**config.mk**
```make
export PLATFORM = sky130hd
export DESIGN_NAME = unidade_busca_decodifica_flat
export DESIGN_NICKNAME = d
export VERILOG_FILES = /design/src/rtl/unidade_busca_decodifica_pkg.sv /design/src/rtl/unidade_busca_decodifica_if.sv /design/src/rtl/unidade_busca_decodifica_decodifica_campos.sv /design/src/rtl/unidade_busca_decodifica.sv /design/src/flat_wrapper.sv
export SDC_FILE = /design/constraint.sdc
export NUM_CORES = 1
export LEC_CHECK = 0
export ABC_AREA = 1
export ABC_CLOCK_PERIOD_IN_PS = 2410
export BUFFER_PORTS_ARGS = -buffer_cell sky130_fd_sc_hd__buf_2
export CAP_MARGIN = 20
export CORE_MARGIN = 2
export CORE_UTILIZATION = 30
export CTS_CLUSTER_DIAMETER = 120
export CTS_CLUSTER_SIZE = 16
export DETAILED_ROUTE_END_ITERATION = 8
export GPL_ROUTABILITY_DRIVEN = 0
export PLACE_DENSITY = 0.57
export SLEW_MARGIN = 20
export SYNTH_ARGS = -nofsm -noshare
export SYNTH_HDL_FRONTEND = slang
export SYNTH_HIERARCHICAL = 1
export SYNTH_SLANG_ARGS = --single-unit
```
**constraint.sdc**
```tcl
create_clock -name clock -period 2.41 [get_ports clock]
set_input_delay 0.241 -clock clock [delete_from_list [all_inputs] [get_ports clock]]
set_output_delay 0.241 -clock clock [all_outputs]
set_load 0.02 [all_outputs]
```
**src/rtl/unidade_busca_decodifica_pkg.sv**
```systemverilog
// Shared definitions for the fetch/decode/sequencing stage: FSM states,
// opcode constants, instruction field positions and opcode class helpers.
package unidade_busca_decodifica_pkg;

  // Sequencer states, one per phase of the instruction cycle.
  typedef enum logic [2:0] {
    BUSCA      = 3'd0,
    DECODIFICA = 3'd1,
    EXECUTA    = 3'd2,
    ESCRITA    = 3'd3,
    PARADO     = 3'd4
  } estado_t;

  // Opcodes with special sequencing; 0x1..0xB are plain write-ra operations.
  localparam logic [3:0] OPC_NOP      = 4'h0;
  localparam logic [3:0] OPC_STORE    = 4'hC;
  localparam logic [3:0] OPC_BRANCH_Z = 4'hD;
  localparam logic [3:0] OPC_JUMP     = 4'hE;
  localparam logic [3:0] OPC_HALT     = 4'hF;

  // Instruction word layout: [7:4] opcode, [3:2] ra, [1:0] rb.
  localparam int OPC_MSB = 7;
  localparam int OPC_LSB = 4;
  localparam int RA_MSB  = 3;
  localparam int RA_LSB  = 2;
  localparam int RB_MSB  = 1;
  localparam int RB_LSB  = 0;

  // True for opcodes whose result is written back into register ra.
  // Everything from STORE upward (store, branch, jump, halt) and NOP do not write.
  function automatic logic escreve_reg(input logic [3:0] op);
    return (op != OPC_NOP) && (op < OPC_STORE);
  endfunction

  // True for the opcodes that may redirect the PC when the ALU reports a taken branch.
  function automatic logic eh_desvio(input logic [3:0] op);
    return (op == OPC_BRANCH_Z) || (op == OPC_JUMP);
  endfunction

endpackage

```
**src/rtl/unidade_busca_decodifica_if.sv**
```systemverilog
// Instruction memory fetch bus: request/address out, acknowledge/data back.
// The fetch unit is the master; the instruction memory is the slave.
interface unidade_busca_decodifica_if #(
  parameter int PC_W = 8
);

  logic            mem_req;   // fetch request
  logic [PC_W-1:0] mem_addr;  // fetch address, equals pc while mem_req is high
  logic            mem_ack;   // mem_dado is valid this cycle
  logic [7:0]      mem_dado;  // fetched instruction byte

  modport master (
    output mem_req,
    output mem_addr,
    input  mem_ack,
    input  mem_dado
  );

  modport slave (
    input  mem_req,
    input  mem_addr,
    output mem_ack,
    output mem_dado
  );

endinterface

```
**src/rtl/unidade_busca_decodifica_decodifica_campos.sv**
```systemverilog
// Combinational decode of the instruction register into register numbers
// and opcode class flags.
// Build option A0_REMAP_EN: when defined, a 2'b11 field selects register 7
// (a0) instead of register 3 on all three register-number outputs.
module decodifica_campos
  import unidade_busca_decodifica_pkg::*;
#(
  parameter int REG_W = 4
) (
  input  logic [7:0]       ir_i,
  output logic [3:0]       opcode_o,
  output logic [REG_W-1:0] reg_lido1_o,
  output logic [REG_W-1:0] reg_lido2_o,
  output logic [REG_W-1:0] reg_escrito_o,
  output logic             eh_nop_o,
  output logic             eh_halt_o,
  output logic             eh_desvio_o,
  output logic             escreve_o
);

  // Index 0 is the ra field, index 1 the rb field.
  logic [1:0]       campo   [2];
  logic [REG_W-1:0] num_reg [2];

  assign campo[0] = ir_i[RA_MSB:RA_LSB];
  assign campo[1] = ir_i[RB_MSB:RB_LSB];

  // Map each 2-bit register field onto the bank's register numbering.
  for (genvar gi = 0; gi < 2; gi++) begin : g_campo
`ifdef A0_REMAP_EN
    // Field value 3 is redirected to a0 (register 7); register 3 is then
    // unreachable from instruction fields.
    assign num_reg[gi] = (campo[gi] == 2'b11) ? REG_W'(7) : REG_W'(campo[gi]);
`else
    assign num_reg[gi] = REG_W'(campo[gi]);
`endif
  end

  // ra is both the first read operand and the write destination.
  assign reg_lido1_o   = num_reg[0];
  assign reg_escrito_o = num_reg[0];
  assign reg_lido2_o   = num_reg[1];

  // Opcode and its sequencing class.
  assign opcode_o    = ir_i[OPC_MSB:OPC_LSB];
  assign eh_nop_o    = (opcode_o == OPC_NOP);
  assign eh_halt_o   = (opcode_o == OPC_HALT);
  assign eh_desvio_o = eh_desvio(opcode_o);
  assign escreve_o   = escreve_reg(opcode_o);

endmodule

```
**src/rtl/unidade_busca_decodifica.sv**
```systemverilog
// Multi-cycle fetch/decode/sequencing stage in front of the register bank.
// Fetches 8-bit instructions over a req/ack bus, holds them in IR, drives the
// bank's register numbers and write strobe, starts the ALU stage and applies
// taken branches to the PC.
// Build option A0_REMAP_EN: register field 2'b11 addresses register 7 (a0).
module unidade_busca_decodifica
  import unidade_busca_decodifica_pkg::*;
#(
  parameter int PC_W     = 8,
  parameter int PC_RESET = 0,
  parameter int REG_W    = 4
) (
  input  logic                       clock,
  input  logic                       reset,
  unidade_busca_decodifica_if.master mem,
  output logic [REG_W-1:0]           RegLido1,
  output logic [REG_W-1:0]           RegLido2,
  output logic [REG_W-1:0]           RegEscrito,
  output logic                       EscReg,
  output logic [3:0]                 opcode,
  output logic                       exec_inicio,
  input  logic                       exec_pronto,
  input  logic                       desvio_tomado,
  input  logic [PC_W-1:0]            desvio_alvo,
  output logic [PC_W-1:0]            pc,
  output logic                       parado
);

  estado_t         estado_q;
  logic [PC_W-1:0] pc_q;
  logic [PC_W-1:0] pc_inc_d;
  logic [7:0]      ir_q;
  logic            mem_req_q;
  logic            esc_reg_q;
  logic            exec_inicio_q;
  logic            parado_q;

  logic            eh_nop;
  logic            eh_halt;
  logic            eh_desvio_op;
  logic            escreve;

  // Sequential PC advance; the natural width makes all-ones wrap to zero.
  assign pc_inc_d = pc_q + PC_W'(1);

  decodifica_campos #(
    .REG_W (REG_W)
  ) u_decodifica_campos (
    .ir_i          (ir_q),
    .opcode_o      (opcode),
    .reg_lido1_o   (RegLido1),
    .reg_lido2_o   (RegLido2),
    .reg_escrito_o (RegEscrito),
    .eh_nop_o      (eh_nop),
    .eh_halt_o     (eh_halt),
    .eh_desvio_o   (eh_desvio_op),
    .escreve_o     (escreve)
  );

  // Instruction sequencer with registered control outputs.
  // mem_req is a register: it is raised on every entry into BUSCA, and after
  // reset (which clears it) BUSCA spends one cycle raising it before fetching.
  // EscReg and exec_inicio default low so each is a single-cycle pulse.
  always_ff @(posedge clock) begin
    if (reset) begin
      estado_q      <= BUSCA;
      pc_q          <= PC_W'(PC_RESET);
      ir_q          <= '0;
      mem_req_q     <= 1'b0;
      esc_reg_q     <= 1'b0;
      exec_inicio_q <= 1'b0;
      parado_q      <= 1'b0;
    end else begin
      esc_reg_q     <= 1'b0;
      exec_inicio_q <= 1'b0;
      case (estado_q)
        BUSCA: begin
          if (!mem_req_q) begin
            mem_req_q <= 1'b1;
          end else if (mem.mem_ack) begin
            // Ack may come in the same cycle as the request.
            ir_q      <= mem.mem_dado;
            pc_q      <= pc_inc_d;
            mem_req_q <= 1'b0;
            estado_q  <= DECODIFICA;
          end
        end
        DECODIFICA: begin
          if (eh_halt) begin
            estado_q <= PARADO;
            parado_q <= 1'b1;
          end else if (eh_nop) begin
            estado_q  <= BUSCA;
            mem_req_q <= 1'b1;
          end else begin
            estado_q      <= EXECUTA;
            exec_inicio_q <= 1'b1;
          end
        end
        EXECUTA: begin
          if (exec_pronto) begin
            // A taken branch replaces the already-incremented PC.
            if (eh_desvio_op && desvio_tomado) begin
              pc_q <= desvio_alvo;
            end
            if (escreve) begin
              estado_q  <= ESCRITA;
              esc_reg_q <= 1'b1;
            end else begin
              estado_q  <= BUSCA;
              mem_req_q <= 1'b1;
            end
          end
        end
        ESCRITA: begin
          estado_q  <= BUSCA;
          mem_req_q <= 1'b1;
        end
        PARADO: begin
          // Only reset leaves this state.
          parado_q  <= 1'b1;
          mem_req_q <= 1'b0;
        end
        default: begin
          estado_q  <= BUSCA;
          mem_req_q <= 1'b0;
        end
      endcase
    end
  end

  assign mem.mem_req  = mem_req_q;
  assign mem.mem_addr = pc_q;
  assign EscReg       = esc_reg_q;
  assign exec_inicio  = exec_inicio_q;
  assign pc           = pc_q;
  assign parado       = parado_q;

endmodule
```
**src/flat_wrapper.sv**
```systemverilog
// flat-port wrapper written by rule: the top's interface ports become plain ports
module unidade_busca_decodifica_flat import unidade_busca_decodifica_pkg::*;
#(
  parameter int PC_W     = 8,
  parameter int PC_RESET = 0,
  parameter int REG_W    = 4
)
  (clock, reset, RegLido1, RegLido2, RegEscrito, EscReg, opcode, exec_inicio, exec_pronto, desvio_tomado, desvio_alvo, pc, parado, mem_mem_req, mem_mem_addr, mem_mem_ack, mem_mem_dado);
  unidade_busca_decodifica_if #(.PC_W(PC_W)) mem_i ();
  input  logic clock;
  input  logic reset;
  output logic [REG_W-1:0] RegLido1;
  output logic [REG_W-1:0] RegLido2;
  output logic [REG_W-1:0] RegEscrito;
  output logic EscReg;
  output logic [3:0] opcode;
  output logic exec_inicio;
  input  logic exec_pronto;
  input  logic desvio_tomado;
  input  logic [PC_W-1:0] desvio_alvo;
  output logic [PC_W-1:0] pc;
  output logic parado;
  output wire logic [$bits(mem_i.mem_req)-1:0] mem_mem_req;
  output wire logic [$bits(mem_i.mem_addr)-1:0] mem_mem_addr;
  input wire logic [$bits(mem_i.mem_ack)-1:0] mem_mem_ack;
  input wire logic [$bits(mem_i.mem_dado)-1:0] mem_mem_dado;
  assign mem_mem_req = mem_i.mem_req;
  assign mem_mem_addr = mem_i.mem_addr;
  assign mem_i.mem_ack = mem_mem_ack;
  assign mem_i.mem_dado = mem_mem_dado;
  unidade_busca_decodifica #(.PC_W(PC_W), .PC_RESET(PC_RESET), .REG_W(REG_W)) u_core (.clock(clock), .reset(reset), .mem(mem_i), .RegLido1(RegLido1), .RegLido2(RegLido2), .RegEscrito(RegEscrito), .EscReg(EscReg), .opcode(opcode), .exec_inicio(exec_inicio), .exec_pronto(exec_pronto), .desvio_tomado(desvio_tomado), .desvio_alvo(desvio_alvo), .pc(pc), .parado(parado));
endmodule
```
==> run summary <==
The run finished with clean final reports. The placed instance count is 283, and the total power per unit cell area is 593 nW/um^2. Summed over all layers, the routed wires come to 2910 microns. At the end of the flow, the number of nets in the layout was 258. The violation count after the first detailed-routing iteration was 73; the number of antenna violations at the first check in global routing was 0. The leftover overflow at the end of global routing is 0. The DRC violation count after routing was 0.

Yosys printed 6 warnings. The worst slack at placement was 853 ps; the signed area change from the synthesized netlist to the final layout was 12.5%. Counting distinct cell types in the post-synthesis netlist gives 26. The count of buffers added on input and output ports is 50.

In this run, post-CTS hold repair placed 0 buffers. The analysis attributes to cell leakage a power of 0.771 nW. Synthesis produced 205 cells. The logs give 0 ps for the final setup TNS and 4350 sq um for the placeable core region.

Sequential elements use 33.9% of the synthesized area. The root buffer cell chosen for the clock tree is sky130_fd_sc_hd__clkbuf_8. The filler-free cell count of the finished design was 287. Once layout is done, the placed cells without fillers occupy 1530 sq um. Number of global-route vias before repair: 1097. Once the floorplan was initialized, standard cells occupied 31.1% of the core. Summing every instance area after synthesis gives 1360 sq um.

TritonCTS built the clock tree. Cell family contributing the most delay on the critical path: simple AND/OR/NAND/NOR gates. Measured against its own limit, the worst slew margin works out to 62.6%.

The maximum VDD drop was 258 uV. The number of maximum-capacitance violations came out at 0. For the maximum frequency from static timing analysis, the log shows 625 MHz.

The minimum clock period was 1600 ps; the final number of max-transition violations was 0. The largest individual stage delay along the critical path comes from the cell sky130_fd_sc_hd__dfxtp_1. At the worst endpoint, the required time is 2580 ps.

Before antenna repair, the detailed router went through 4 iterations. The detailed-route vias per instance is 4.40, and the largest net degree at the start of global routing is 17. In the final layout, flip-flops and latches occupy 460 sq um. For the final worst clock skew, the log shows 5.47 ps.

STA classifies the critical path endpoint as a flip-flop. The first global-routing pass estimated 4800 microns of wire. The run gives 1 as the number of H-tree branching levels. Type of the setup path with the least slack: reg -> reg. The clock net in this run drives a total of 23 sinks.

Summing over every cut layer, the via total after detailed routing is 1263. The global router's overall resource usage came out at 11.9%. The clock transition time at the flip-flop clock pins of the worst setup and hold paths is 90 ps, and the count of instances resized after the clock tree is built is 0.

The clock latency reported for the late side of the worst-skew pair was 270 ps. A synthesized cell averages 6.62 sq um. Counting along the longest clock path gives a buffer depth of 2. The run gives 0 as the number of inserted diodes.

In this run the remaining antenna-violating nets after routing total 0. Synthesis inferred 23 register bits. The share of the clock period used by the worst path after layout works out to 66.4%.

Setup repair after global routing left no endpoint under its margin. Setup slack on the critical path of the routed design comes to 809 ps. The most numerous cell type found on the critical path is sky130_fd_sc_hd__nor2_1.

Setup violations remaining at the end of the flow were counted as 0. The run gives 0 as the number of endpoints with negative hold slack in the final report. Summing all placed instances gives a cell area of 1480 sq um. Dividing the detail-routed wire length by the instance count gives 10.1 microns. The delay of the slowest cell on the worst path was 350 ps. The critical path buffer and inverter count is 1. Summing all multi-input logic gate instances after layout gives 619 sq um. The share of post-route cells with drive strength above 1 works out to 26.4%. Buffers inserted during clock tree synthesis total 3. The die is 71.2 microns wide.

The tools report the area of the die as 5080 sq um. Traced cell by cell, the critical path runs through nor2_4, nand2_1, inv_2, nand2_1, o21ai_0, nor2_1, nor2_1, nor2_1. The logs give 57 for the boundary pin count and 494 for the fill cell total of the finished layout. The tools report the detailed placer's ending HPWL as 2200 microns.

Data arrives at the worst endpoint at 1770 ps. For the pin with the worst max-slew slack, the measured transition is 560 ps. In this run the core area contains 24 standard-cell rows. The min-delay analysis places its worst path in the category in -> reg. The category of the worst setup path launch point was a flip-flop. The worst-path maximum fanout was 13; the die extent in y was 71.2 microns. Number of buffers inserted to repair setup after CTS: 0.
## area by class of cell
type | count | area share, %
sequential | 23 | 30.2
tap | 52 | 4.26
clock buffer | 3 | 2.70
clock inverter | 1 | 0.492
inverter | 22 | 5.41
timing repair buffer | 50 | 16.4
multi-input combinational | 136 | 40.6
## layer usage
metal | vias up | GRT usage [%] | wire (microns)
met5 | - | 0 | 0
met4 | 0 | 3.14 | 12
met3 | 2 | 3.80 | 276
met2 | 52 | 20.1 | 1270
met1 | 535 | 14.7 | 1350
li1 | 674 | - | -
## Yosys cell counts
master                      n  area [sq um]
sky130_fd_sc_hd__and3_1     1          6.26
sky130_fd_sc_hd__nand4_1    1          6.26
sky130_fd_sc_hd__inv_2      2          7.51
sky130_fd_sc_hd__buf_4     25           188
sky130_fd_sc_hd__nand3_1    6          30.0
sky130_fd_sc_hd__nor3_1     1          5.00
sky130_fd_sc_hd__o21ai_0   19          95.1
sky130_fd_sc_hd__conb_1     1          3.75
sky130_fd_sc_hd__nand3_2    1          10.0
sky130_fd_sc_hd__a21oi_1   16          80.1
sky130_fd_sc_hd__or2_2      1          6.26
sky130_fd_sc_hd__nand2_1   42           158
sky130_fd_sc_hd__nor2_4     1          11.3
sky130_fd_sc_hd__nand3b_1   2          15.0
sky130_fd_sc_hd__o21ai_2    1          8.76
sky130_fd_sc_hd__a31oi_1    1          6.26
sky130_fd_sc_hd__nor2_1    32           120
sky130_fd_sc_hd__clkbuf_1   1          3.75
sky130_fd_sc_hd__buf_6      1          11.3
sky130_fd_sc_hd__inv_1     20          75.1
sky130_fd_sc_hd__and2_1     1          6.26
sky130_fd_sc_hd__dfxtp_1   23           460
sky130_fd_sc_hd__buf_2      2          10.0
sky130_fd_sc_hd__o211ai_1   1          7.51
sky130_fd_sc_hd__ha_1       1          12.5
sky130_fd_sc_hd__nor2_2     2          12.5
## where the power goes
part           switching (mW)  internal (mW)  leakage (nW)  total, mW
clock network           0.130          0.117        0.0217      0.247
logic                   0.151         0.0776         0.562      0.229
registers              0.0235          0.406         0.188      0.430
## kinds of logic after synthesis
kind of cell	Yosys count	synth area share, %
AO/OA/AOI/OAI	38	14.6
AND/OR/NAND/NOR	91	28.5
buffers and inverters	51	21.8
adder cells (fa/ha/maj)	1	0.922
flip-flops	23	33.9
other	1	0.276
## through the flow
stage	util, %	power, mW	hold slack, ps
6_report	35.1	0.905	241
5_1_grt	35.1	0.965	244
4_1_cts	35.1	0.926	233
3_5_place_dp	33.9	0.669	440
3_3_place_gp	33.9	0.669	436
2_1_floorplan	-	0.642	384
## flip-flops by register name, summed over array words and instances (netlist names)
signal               cells
u_core/parado            1
u_core/ir_q              8
u_core/mem.mem_req       1
u_core/exec_inicio       1
u_core/mem.mem_addr      8
u_core/estado_q          3
u_core/EscReg            1
## worst paths after layout
check | from | end | slack [ps] | depth (start not counted)
max | u_core/estado_q[2] | u_core/mem.mem_req | 810 | 8
min | exec_pronto | u_core/EscReg | 240 | 3
max reg2reg | u_core/estado_q[2] | u_core/mem.mem_req | 810 | 8
min reg2reg | u_core/parado | u_core/parado | 450 | 2
## cell usage in the layout (no fill, tap or decap), types with 2 or more instances in the layout
master,instances
sky130_fd_sc_hd__nand3b_1,2
sky130_fd_sc_hd__dfxtp_1,23
sky130_fd_sc_hd__o21ai_0,19
sky130_fd_sc_hd__clkbuf_8,3
sky130_fd_sc_hd__nand2_1,42
sky130_fd_sc_hd__nor2_1,32
sky130_fd_sc_hd__nor2_2,2
sky130_fd_sc_hd__inv_1,20
sky130_fd_sc_hd__inv_2,2
sky130_fd_sc_hd__nand3_1,6
sky130_fd_sc_hd__a21oi_1,16
sky130_fd_sc_hd__buf_2,50
sky130_fd_sc_hd__conb_1,6
## worst register-to-register path, stage by stage (launching register included)
cell,delay (ps)
sky130_fd_sc_hd__dfxtp_1,350
sky130_fd_sc_hd__nor2_4,180
sky130_fd_sc_hd__nand2_1,310
sky130_fd_sc_hd__inv_2,240
sky130_fd_sc_hd__nand2_1,140
sky130_fd_sc_hd__o21ai_0,100
sky130_fd_sc_hd__nor2_1,60
sky130_fd_sc_hd__nor2_1,80
sky130_fd_sc_hd__nor2_1,40
Note: power is estimated with default switching activity, not from simulation.
